**src/rtl/regdst_pipe.sv**
```systemverilog
// Destination-register select in ID plus a STAGES-deep {we, addr} pipeline
// with bubble/freeze control and per-stage RAW match flags for forwarding.
module regdst_pipe #(
  parameter int REG_AW   = 5,
  parameter int STAGES   = 3,
  parameter int LINK_REG = 31
) (
  input  logic                     CLK,
  input  logic                     Reset,
  input  logic [1:0]               RegDst,
  input  logic [REG_AW-1:0]        rt,
  input  logic [REG_AW-1:0]        rd,
  input  logic                     RegWrite_in,
  input  logic                     Stall,
  input  logic                     Flush,
  input  logic                     Freeze,
  input  logic [REG_AW-1:0]        rs_q,
  input  logic [REG_AW-1:0]        rt_q,
  output logic [REG_AW-1:0]        WriteReg_ID,
  output logic [STAGES*REG_AW-1:0] WriteReg_stage,
  output logic [STAGES-1:0]        RegWrite_stage,
  output logic [REG_AW-1:0]        WriteReg_WB,
  output logic                     RegWrite_WB,
  output logic [STAGES-1:0]        hazard_rs,
  output logic [STAGES-1:0]        hazard_rt
);

  localparam logic [REG_AW-1:0] LINK_ADDR = REG_AW'(LINK_REG);

  logic [STAGES-1:0]             r_we;
  logic [STAGES-1:0][REG_AW-1:0] r_addr;
  logic [REG_AW-1:0]             w_sel;
  logic                          w_we_id;
  logic                          w_bubble;

  always_comb begin
    w_sel = '0;
    case (RegDst)
      2'b00:   w_sel = rt;
      2'b01:   w_sel = rd;
      2'b10:   w_sel = LINK_ADDR;
      default: w_sel = '0;
    endcase
  end

  // $0 writes are dropped here so no downstream consumer ever matches on them
  assign w_we_id  = RegWrite_in & (RegDst != 2'b11) & (w_sel != '0);
  assign w_bubble = Stall | Flush;

  always_ff @(posedge CLK or posedge Reset) begin
    if (Reset) begin
      r_we   <= '0;
      r_addr <= '0;
    end else if (!Freeze) begin
      for (int i = 1; i < STAGES; i++) begin
        r_we[i]   <= r_we[i-1];
        r_addr[i] <= r_addr[i-1];
      end
      if (w_bubble) begin
        r_we[0]   <= 1'b0;
        r_addr[0] <= '0;
      end else begin
        r_we[0]   <= w_we_id;
        r_addr[0] <= w_sel;
      end
    end
  end

  always_comb begin
    hazard_rs = '0;
    hazard_rt = '0;
    for (int i = 0; i < STAGES; i++) begin
      hazard_rs[i] = r_we[i] & (r_addr[i] == rs_q) & (rs_q != '0);
      hazard_rt[i] = r_we[i] & (r_addr[i] == rt_q) & (rt_q != '0);
    end
  end

  assign WriteReg_ID    = w_sel;
  assign WriteReg_stage = r_addr;
  assign RegWrite_stage = r_we;
  assign WriteReg_WB    = r_addr[STAGES-1];
  assign RegWrite_WB    = r_we[STAGES-1];

endmodule
```
**config.mk**
```make
export PLATFORM = sky130hd
export DESIGN_NAME = regdst_pipe
export DESIGN_NICKNAME = d
export VERILOG_FILES = /design/src/rtl/regdst_pipe.sv
export SDC_FILE = /design/constraint.sdc
export NUM_CORES = 1
export LEC_CHECK = 0
export ABC_CLOCK_PERIOD_IN_PS = 1700
export CORE_MARGIN = 2
export CORE_UTILIZATION = 40
export DETAILED_ROUTE_END_ITERATION = 7
export GPL_TIMING_DRIVEN = 0
export PLACE_DENSITY = 0.77
export SLEW_MARGIN = 5
export SYNTH_ARGS = -nofsm -noshare
export SYNTH_HDL_FRONTEND = slang
export SYNTH_SLANG_ARGS = --single-unit
export TNS_END_PERCENT = 10
```
**constraint.sdc**
```tcl
create_clock -name CLK -period 1.7 [get_ports CLK]
set_input_delay 0.34 -clock CLK [delete_from_list [all_inputs] [get_ports CLK]]
set_output_delay 0.34 -clock CLK [all_outputs]
set_load 0.05 [all_outputs]
```
==> metrics.cfg, run 1 <==
[yosys]
synth_top_cell_area_share=0.363
ys_seq_area_frac=0.363
yosysWarnings=0
synth_area_leader_cell=dfrtp_1
synth.net_count=146
ys_types=24
yosys-top-cells-area=dfrtp_1 36%, xnor2_1 13%, mux2_2 11%, xor2_1 8.5%, buf_4 3.6%
netlist_area_sq_um=1240
avgSynthCellArea_sq_um=10.5
syn_inst=118
synth.ff_latch_count=18

[sta]
rsz0062_at_grt=yes
fin_ws_ns=-0.167
setup_viol=6
slew_violations=0
relSlewSlack=0.543
hold_viol=0
fmax_ghz=0.536
fin_crit_ns=1.87
skew_ns=0.00638
worst_slew_pin_slew_ns=0.685
min_period_over_period=1.10

[place]
place_area_sq_um=1960
dp.cells=210
portBuffers=59
dp_hpwl_microns=2770
gp_congestion=0.756

[final_layout]
num_antenna_cells=0
final_cells=217
nets=213
drive_gt1_frac=0.408
fill_cells=251
area_growth_pct=61.1
postLayoutCellArea_sq_um=2000

[die]
start_util=0.414
fp-row-count=20
dieArea_sq_um=3570
die_w_microns=59.7
core_area_sq_um=3000
ios=63
die_h_microns=59.7

[drt]
viasPerCell=5.47
routedWlPerCell_microns=16.0
route.detailed.drc=0
vias=1188
drtIter0Drc=19
met3_length_microns=291
drtPass1Iterations=3
met1Wirelength_microns=1370
routed_wl_microns=3480
wl_met2_microns=1690
postRouteAntennaNets=0
dr.max_layer_used=met4

[global_route]
grt_use_total=0.203
grt_remaining_overflow=0
grt_pass1_vias=1215
grt_pass1_wl_microns=5390
grt_max_degree=19
antenna_found_initial=0

[clock_tree]
cts_buffers=3
clk_latency_ns=0.29
cts-htree-levels=1
clock_sinks=18
clk_transition_reported_paths_ns=0.11
cts_tree=done
clockBufferDepth=2
root_buffer=clkbuf_4

[run_status]
violations=setup timing
status=finished with violations

[setup_path]
path_class=reg2out
critPathRequiredTime_ns=1.36
r2r_cells=2
crit_path_end_kind=output pin
arrival_ns=1.53
critPathMaxFanout=5
r2r_slack_ns=0.73
startpoint_type=flip-flop

[min_path]
holdPathStages=2
hold_path.class=in2reg

[pwr]
p_leak_nw=0.897
ir_worst_vdd_mv=0.340
power_density_nw_per_um2=675

[flow_run]
maxCapViolCount=0

cell usage in the layout, fill, tap and decap left out, drive strengths merged:
master         count
nor2b              1
o2bb2ai            1
nor4               7
buf               35
a22o               5
or4                3
xnor2             18
o21ai              4
a21oi              1
clkdlybuf4s50     14
a32o               1
dlygate4sd2       14
nand2              5
xor2              12
dfrtp             18
mux2              12
o21a               1
nor3               2
o21bai             1
clkbuf             7
inv                1
nor4b              1
nand4              6
clkdlybuf4s15      6
nor2               8
metal layers:
metal,track usage,vias up
met5,0,-
met4,0.111,0
met3,0.0325,11
met2,0.365,62
met1,0.224,560
li1,-,555
worst max-delay path, cell delays in order, from the launching register on:
cell and delay (ns):
dfrtp_2 0.46, xnor2_1 0.20, nand4_1 0.17, nor4_4 0.21
buf_6 0.20
cells in the mapped netlist:
master	instances
dfrtp_1	18
xnor2_1	18
mux2_2	12
xor2_1	12
nor2_1	8
nor4_1	7
buf_4	6
nand4_1	6
nand2_1	5
a22o_1	4
o21ai_0	4
or4_1	3
buf_6	2
clkbuf_8	2
nor3_1	2
a21oi_1	1
a22o_2	1
a32o_1	1
inv_1	1
nor2b_4	1
nor4b_1	1
o21a_1	1
o21bai_1	1
o2bb2ai_2	1
flip-flops by register name, indices dropped and copies added, names as in the netlist:
| signal | flops |
|---|---|
| WriteReg_stage | 10 |
| WriteReg_WB | 5 |
| RegWrite_stage | 3 |
cell type report:
class                           count  area [sq um]  share of cell area
Clock buffer                        4          36.3              0.0181
Buffer                             10          95.1              0.0475
Multi-Input combinational cell     89           806               0.403
Tap cell                           33          41.3              0.0206
Sequential cell                    18           459               0.229
Timing Repair Buffer               62           561               0.280
Inverter                            1          3.75             0.00188
per-stage QoR:
stage	TNS [ns]	setup WS, ns	utilization	hold slack [ns]	power (mW)
after floorplan	-2.96	-0.273	-	0.279	0.900
after global placement	-10.85	-1.35	0.654	0.594	1.11
after detailed placement	-10.84	-1.34	0.654	0.591	1.12
after CTS	-0.846	-0.172	0.665	0.345	1.36
after global routing	-1.18	-0.258	0.667	0.340	1.41
final	-0.803	-0.167	0.667	0.347	1.35
worst paths after layout:
path	end	from
max	hazard_rt[1]	WriteReg_stage[8]
min in group asynchronous	WriteReg_WB[0]	Reset
max in group asynchronous	WriteReg_stage[4]	Reset
max reg2reg	WriteReg_stage[9]	WriteReg_stage[4]
min reg2reg	WriteReg_WB[4]	WriteReg_WB[4]
min	WriteReg_stage[0]	Freeze
where the power goes:
part | switching, mW | internal [mW]
clock | 0.132 | 0.130
sequential | 0.0513 | 0.462
combinational | 0.352 | 0.224
what timing repair did:
action	4_1_cts	5_1_grt
pin swaps	5	5
cloned	0	0
resized for setup	151	12
setup buffers	3	0
hold buffers	0	0
endpoints found under the setup margin	35	15
cells by family (layout without fill, tap and decap cells):
kind of cell,count (synthesis),after routing,synth area share
multiplexers,12,12,0.109
XOR/XNOR,30,30,0.211
AO/OA/AOI/OAI,14,14,0.0886
flip-flops,18,18,0.363
AND/OR/NAND/NOR,33,33,0.149
buffers and inverters,11,77,0.0796
Power figures use the tool's default switching activity.
==> run 2: changes to the inputs <==
--- a/config.mk
+++ b/config.mk
@@ -10,9 +10,9 @@
 export CORE_UTILIZATION = 40
 export DETAILED_ROUTE_END_ITERATION = 7
 export GPL_TIMING_DRIVEN = 0
+export HOLD_SLACK_MARGIN = 0.15
 export PLACE_DENSITY = 0.77
 export SLEW_MARGIN = 5
 export SYNTH_ARGS = -nofsm -noshare
 export SYNTH_HDL_FRONTEND = slang
 export SYNTH_SLANG_ARGS = --single-unit
-export TNS_END_PERCENT = 10
==> run 2 against run 1 <==
Compared with the run above:
- the flow still finishes with violations (setup timing)
- cell count grew 4.6%
- sequential share of layout area shrank 0.55 points
- clock-buffer cell count is the same
- combinational power grew 6.3%
- maximum frequency shrank 1.2%
- via count grew 2.6%
==> metrics.cfg, run 2 (synthesis gave the netlist of run 1 again) <==
[clock_tree]
clk_transition_reported_paths_ns=0.11
cts_buffers=3
root_buffer=clkbuf_4
cts-htree-levels=1
clk_latency_ns=0.29
clock_sinks=18
cts_tree=done
clockBufferDepth=2

[drt]
viasPerCell=5.37
postRouteAntennaNets=0
routed_wl_microns=3740
routedWlPerCell_microns=16.5
vias=1219
drtIter0Drc=34
route.detailed.drc=0
drtPass1Iterations=5

[die]
dieArea_sq_um=3570
fp-row-count=20
ios=63
start_util=0.414
core_area_sq_um=3000
die_h_microns=59.7
die_w_microns=59.7

[sta]
slew_violations=0
setup_viol=6
fin_crit_ns=1.89
fin_ws_ns=-0.189
skew_ns=0.00812
rsz0062_at_grt=yes
min_period_over_period=1.11
fin_setup_tns_ns=-0.791
relSlewSlack=0.545
hold_viol=0
fmax_ghz=0.529
worst_slew_pin_slew_ns=0.682

[setup_path]
startpoint_type=flip-flop
path_class=reg2out
critPathMaxFanout=5
crit_path_end_kind=output pin
critPathRequiredTime_ns=1.36
arrival_ns=1.55

[final_layout]
register_area_sq_um=469
final_common_cell=buf_4
nets=223
final_cell_mix=18 x buf_4, 15 x dfrtp_2, 14 x clkdlybuf4s50_1
fill_cells=237
num_antenna_cells=0
largest_reg_flops=10
multi_input_area_sq_um=856
area_growth_pct=68.7
drive_gt1_frac=0.536
finalCoreUtilization=0.698

[run_status]
violations=setup timing
status=finished with violations

[global_route]
grt_use_total=0.227
grt_max_degree=19
antenna_found_initial=0
grt_pass1_wl_microns=6030
grt_pass1_vias=1305
grt_remaining_overflow=0

[place]
gp_congestion=0.840
dp_hpwl_microns=2850
portBuffers=59

[pwr]
total_power_mw=1.39
power_density_nw_per_um2=662
ir_worst_vdd_mv=0.259
p_leak_nw=0.954

[min_path]
hold_path.class=in2reg

[flow_run]
maxCapViolCount=0

run 2: metrics by stage:
step / worst slack (ns) / cells / hold WS [ns] / instance area, sq um
detailed placement: -1.37 / 210 / 0.559 / 2000
global placement: -1.29 / 210 / 0.552 / 2000
global route: -0.259 / 227 / 0.347 / 2100
CTS: -0.174 / 220 / 0.353 / 2050
floorplan: -0.159 / 118 / 0.278 / 1360
finish: -0.189 / 227 / 0.357 / 2100
run 2: where the power goes:
part | internal (mW) | switching, mW
Clock | 0.130 | 0.131
Sequential | 0.464 | 0.0496
Combinational | 0.242 | 0.370
run 2: worst paths after layout:
check / startpoint / endpoint / slack [ns] / cells past startpoint
setup / recovery: WriteReg_stage[8] / hazard_rs[1] / -0.19 / 4
hold / removal: Freeze / WriteReg_stage[2] / 0.36 / 2
setup reg to reg: WriteReg_WB[1] / WriteReg_WB[1] / 0.73 / 2
hold reg to reg: WriteReg_stage[3] / WriteReg_stage[3] / 0.58 / 1
max in group asynchronous: Reset / WriteReg_WB[3] / 0.78 / 2
min in group asynchronous: Reset / WriteReg_stage[6] / 0.44 / 2
run 2: timing repair:
action / in CTS / in global routing
endpoints found under the setup margin: 35 / 17
gates resized for setup: 141 / 32
buffers inserted: 6 / 7
pin swaps: 13 / 5
hold buffers: 0 / 0
run 2: worst max-delay path, cell delays in order, from the launching register on:
cell and delay (ns):
dfrtp_2 0.46, xnor2_1 0.15, nand4_1 0.18, nor4_4 0.27
buf_6 0.20
run 2: final cells by class:
cell class,instances,area share
inverters,1,0.00179
clock buffers,4,0.0173
well taps,33,0.0197
repair buffers,72,0.284
flip-flops and latches,18,0.224
plain buffers,10,0.0454
multi-input cells,89,0.408
run 2: layer usage:
layer / up-vias / share of wire / global-route usage
met2: 70 / 0.50 / 0.415
met5: - / 0 / 0
li1: 570 / - / -
met3: 8 / 0.072 / 0.0325
met1: 571 / 0.40 / 0.251
met4: 0 / 0.025 / 0.114
==> run 3: changes to the inputs <==
--- a/config.mk
+++ b/config.mk
@@ -12,6 +12,7 @@
 export GPL_TIMING_DRIVEN = 0
 export HOLD_SLACK_MARGIN = 0.15
 export PLACE_DENSITY = 0.77
+export SKIP_LAST_GASP = 1
 export SLEW_MARGIN = 5
 export SYNTH_ARGS = -nofsm -noshare
 export SYNTH_HDL_FRONTEND = slang
==> run 3 against run 2 <==
Compared with the run above:
- cell count stayed put
- the run still ends with setup timing left
- die area stayed put
- critical endpoint unchanged
- setup slack better by 0.026 ns
- sequential cell count stayed put
- global-route usage is 0.23 points lower
- total power is 0.31% lower
- routed wire length is 1.2% lower
==> metrics.cfg, run 3 (synthesis gave the netlist of run 1 again) <==
[drt]
drtPass1Iterations=3
viasPerCell=5.24
postRouteAntennaNets=0
routed_wl_microns=3700
routedWlPerCell_microns=16.3
drtIter0Drc=45
vias=1190
route.detailed.drc=0

[sta]
holdWs_ns=0.360
fin_crit_ns=1.86
worst_slew_pin_slew_ns=0.670
fin_setup_tns_ns=-0.751
setup_viol=8
slew_violations=0
skew_ns=0.00843
fin_ws_ns=-0.164
hold_viol=0
fmax_ghz=0.537
min_period_over_period=1.10
relSlewSlack=0.553
rsz0062_at_grt=yes

[clock_tree]
cts_buffers=3
clk_latency_ns=0.29
clock_sinks=18
root_buffer=clkbuf_4
cts_tree=done
cts-htree-levels=1
clk_transition_reported_paths_ns=0.11
clockBufferDepth=2

[min_path]
hold_path.class=in2reg

[final_layout]
largest_reg_flops=10
postLayoutCellArea_sq_um=2110
drive_gt1_frac=0.495
num_antenna_cells=0
final_cell_mix=19 x buf_4, 19 x dlygate4sd2_1, 15 x dfrtp_2, 15 x xnor2_1, 14 x clkdlybuf4s50_1
area_growth_pct=69.5
nets=223

[setup_path]
arrival_ns=1.52
r2r_cells=2
reg2reg_to=WriteReg_WB[1]
crit_chain=xnor2_1, nand4_1, nor4_4, buf_6
crit_path_max_incr_delay_ns=0.46
endpoint=hazard_rs[1]
critPathRequiredTime_ns=1.36
crit_family=flip-flops
critPathMaxFanout=5
startpoint_type=flip-flop
critical_path.startpoint=WriteReg_stage[8]
critPathSlowestCell=dfrtp_2
cp.depth=4
path_class=reg2out
critPathBufInv=1
r2r_start=WriteReg_WB[1]
crit_path_end_kind=output pin
r2r_slack_ns=0.73

[die]
die_w_microns=59.7
start_util=0.414
ios=63
core_area_sq_um=3000
fp-row-count=20
die_h_microns=59.7
dieArea_sq_um=3570

[pwr]
p_int_uw=837
clkPwrFrac=0.188
pwr-share-comb=0.440
total_power_mw=1.38
p_sw_uw=546
power_density_nw_per_um2=657
ir_worst_vdd_mv=0.269
p_leak_nw=0.964
switching_share=0.395
seqPwrFrac=0.371

[global_route]
grt_use_total=0.224
grt_remaining_overflow=0
grt_max_degree=19
antenna_found_initial=0
grt_pass1_wl_microns=5960
grt_pass1_vias=1301

[place]
dp_hpwl_microns=2850
gp_congestion=0.840
portBuffers=59
place_area_sq_um=2000

[run_status]
status=finished with violations
violations=setup timing

[flow_run]
maxCapViolCount=0

[run 3: changes by cell type in the layout (fill, tap and decap cells not counted)]
cell	delta
dlygate4sd2_1	+6
clkdlybuf4s15_2	+1
buf_4	+1
xnor2_2	-2
buf_2	-1
clkbuf_2	-6
buf_6	-1
xnor2_1	+2
[run 3: what timing repair did]
action / 4_1_cts / 5_1_grt
cloned: 0 / 0
resized for setup: 139 / 18
hold buffers: 0 / 0
pin swaps: 11 / 6
buffers inserted: 6 / 7
setup endpoints to repair: 35 / 17
[run 3: worst min path at each step]
stage          cells past startpoint              start                 to  slack, ns
2_1_floorplan                      1              Reset     WriteReg_WB[0]       0.28
3_3_place_gp                       1  RegWrite_stage[2]  RegWrite_stage[2]       0.55
3_5_place_dp                       1  RegWrite_stage[0]  RegWrite_stage[0]       0.56
4_1_cts                            2             Freeze  WriteReg_stage[2]       0.35
5_1_grt                            2             Freeze  WriteReg_stage[2]       0.35
6_report                           2             Freeze  WriteReg_stage[2]       0.36
[run 3: metal layers]
layer | track usage | share of wire | up-vias
met5 | 0 | 0 | -
met2 | 0.413 | 0.50 | 57
met1 | 0.245 | 0.40 | 550
met3 | 0.0346 | 0.069 | 10
met4 | 0.114 | 0.031 | 0
li1 | - | - | 573
[run 3: power by group through the flow]
stage	combinational [mW]	clock [mW]	sequential (mW)
finish	0.609	0.260	0.513
global route	0.642	0.291	0.519
CTS	0.584	0.269	0.515
detailed placement	0.608	0	0.525
global placement	0.597	0	0.524
floorplan	0.283	0	0.626
[run 3: worst register-to-register path: stages (launching register included)]
cell	delay, ns
dfrtp_2	0.45
buf_4	0.15
mux2_2	0.26
[run 3: layout make-up]
type / count / area [sq um]
fillers: 234 / 897
inverters: 1 / 3.75
plain buffers: 10 / 95.1
flip-flops and latches: 18 / 469
multi-input cells: 89 / 841
well taps: 33 / 41.3
clock buffers: 4 / 36.3
repair buffers: 72 / 619
[run 3: through the flow]
step / setup WS (ns) / std cells / util
detailed placement: -1.37 / 210 / 0.665
CTS: -0.174 / 220 / 0.685
floorplan: -0.159 / 118 / -
global route: -0.239 / 227 / 0.701
finish: -0.164 / 227 / 0.701
global placement: -1.29 / 210 / 0.665
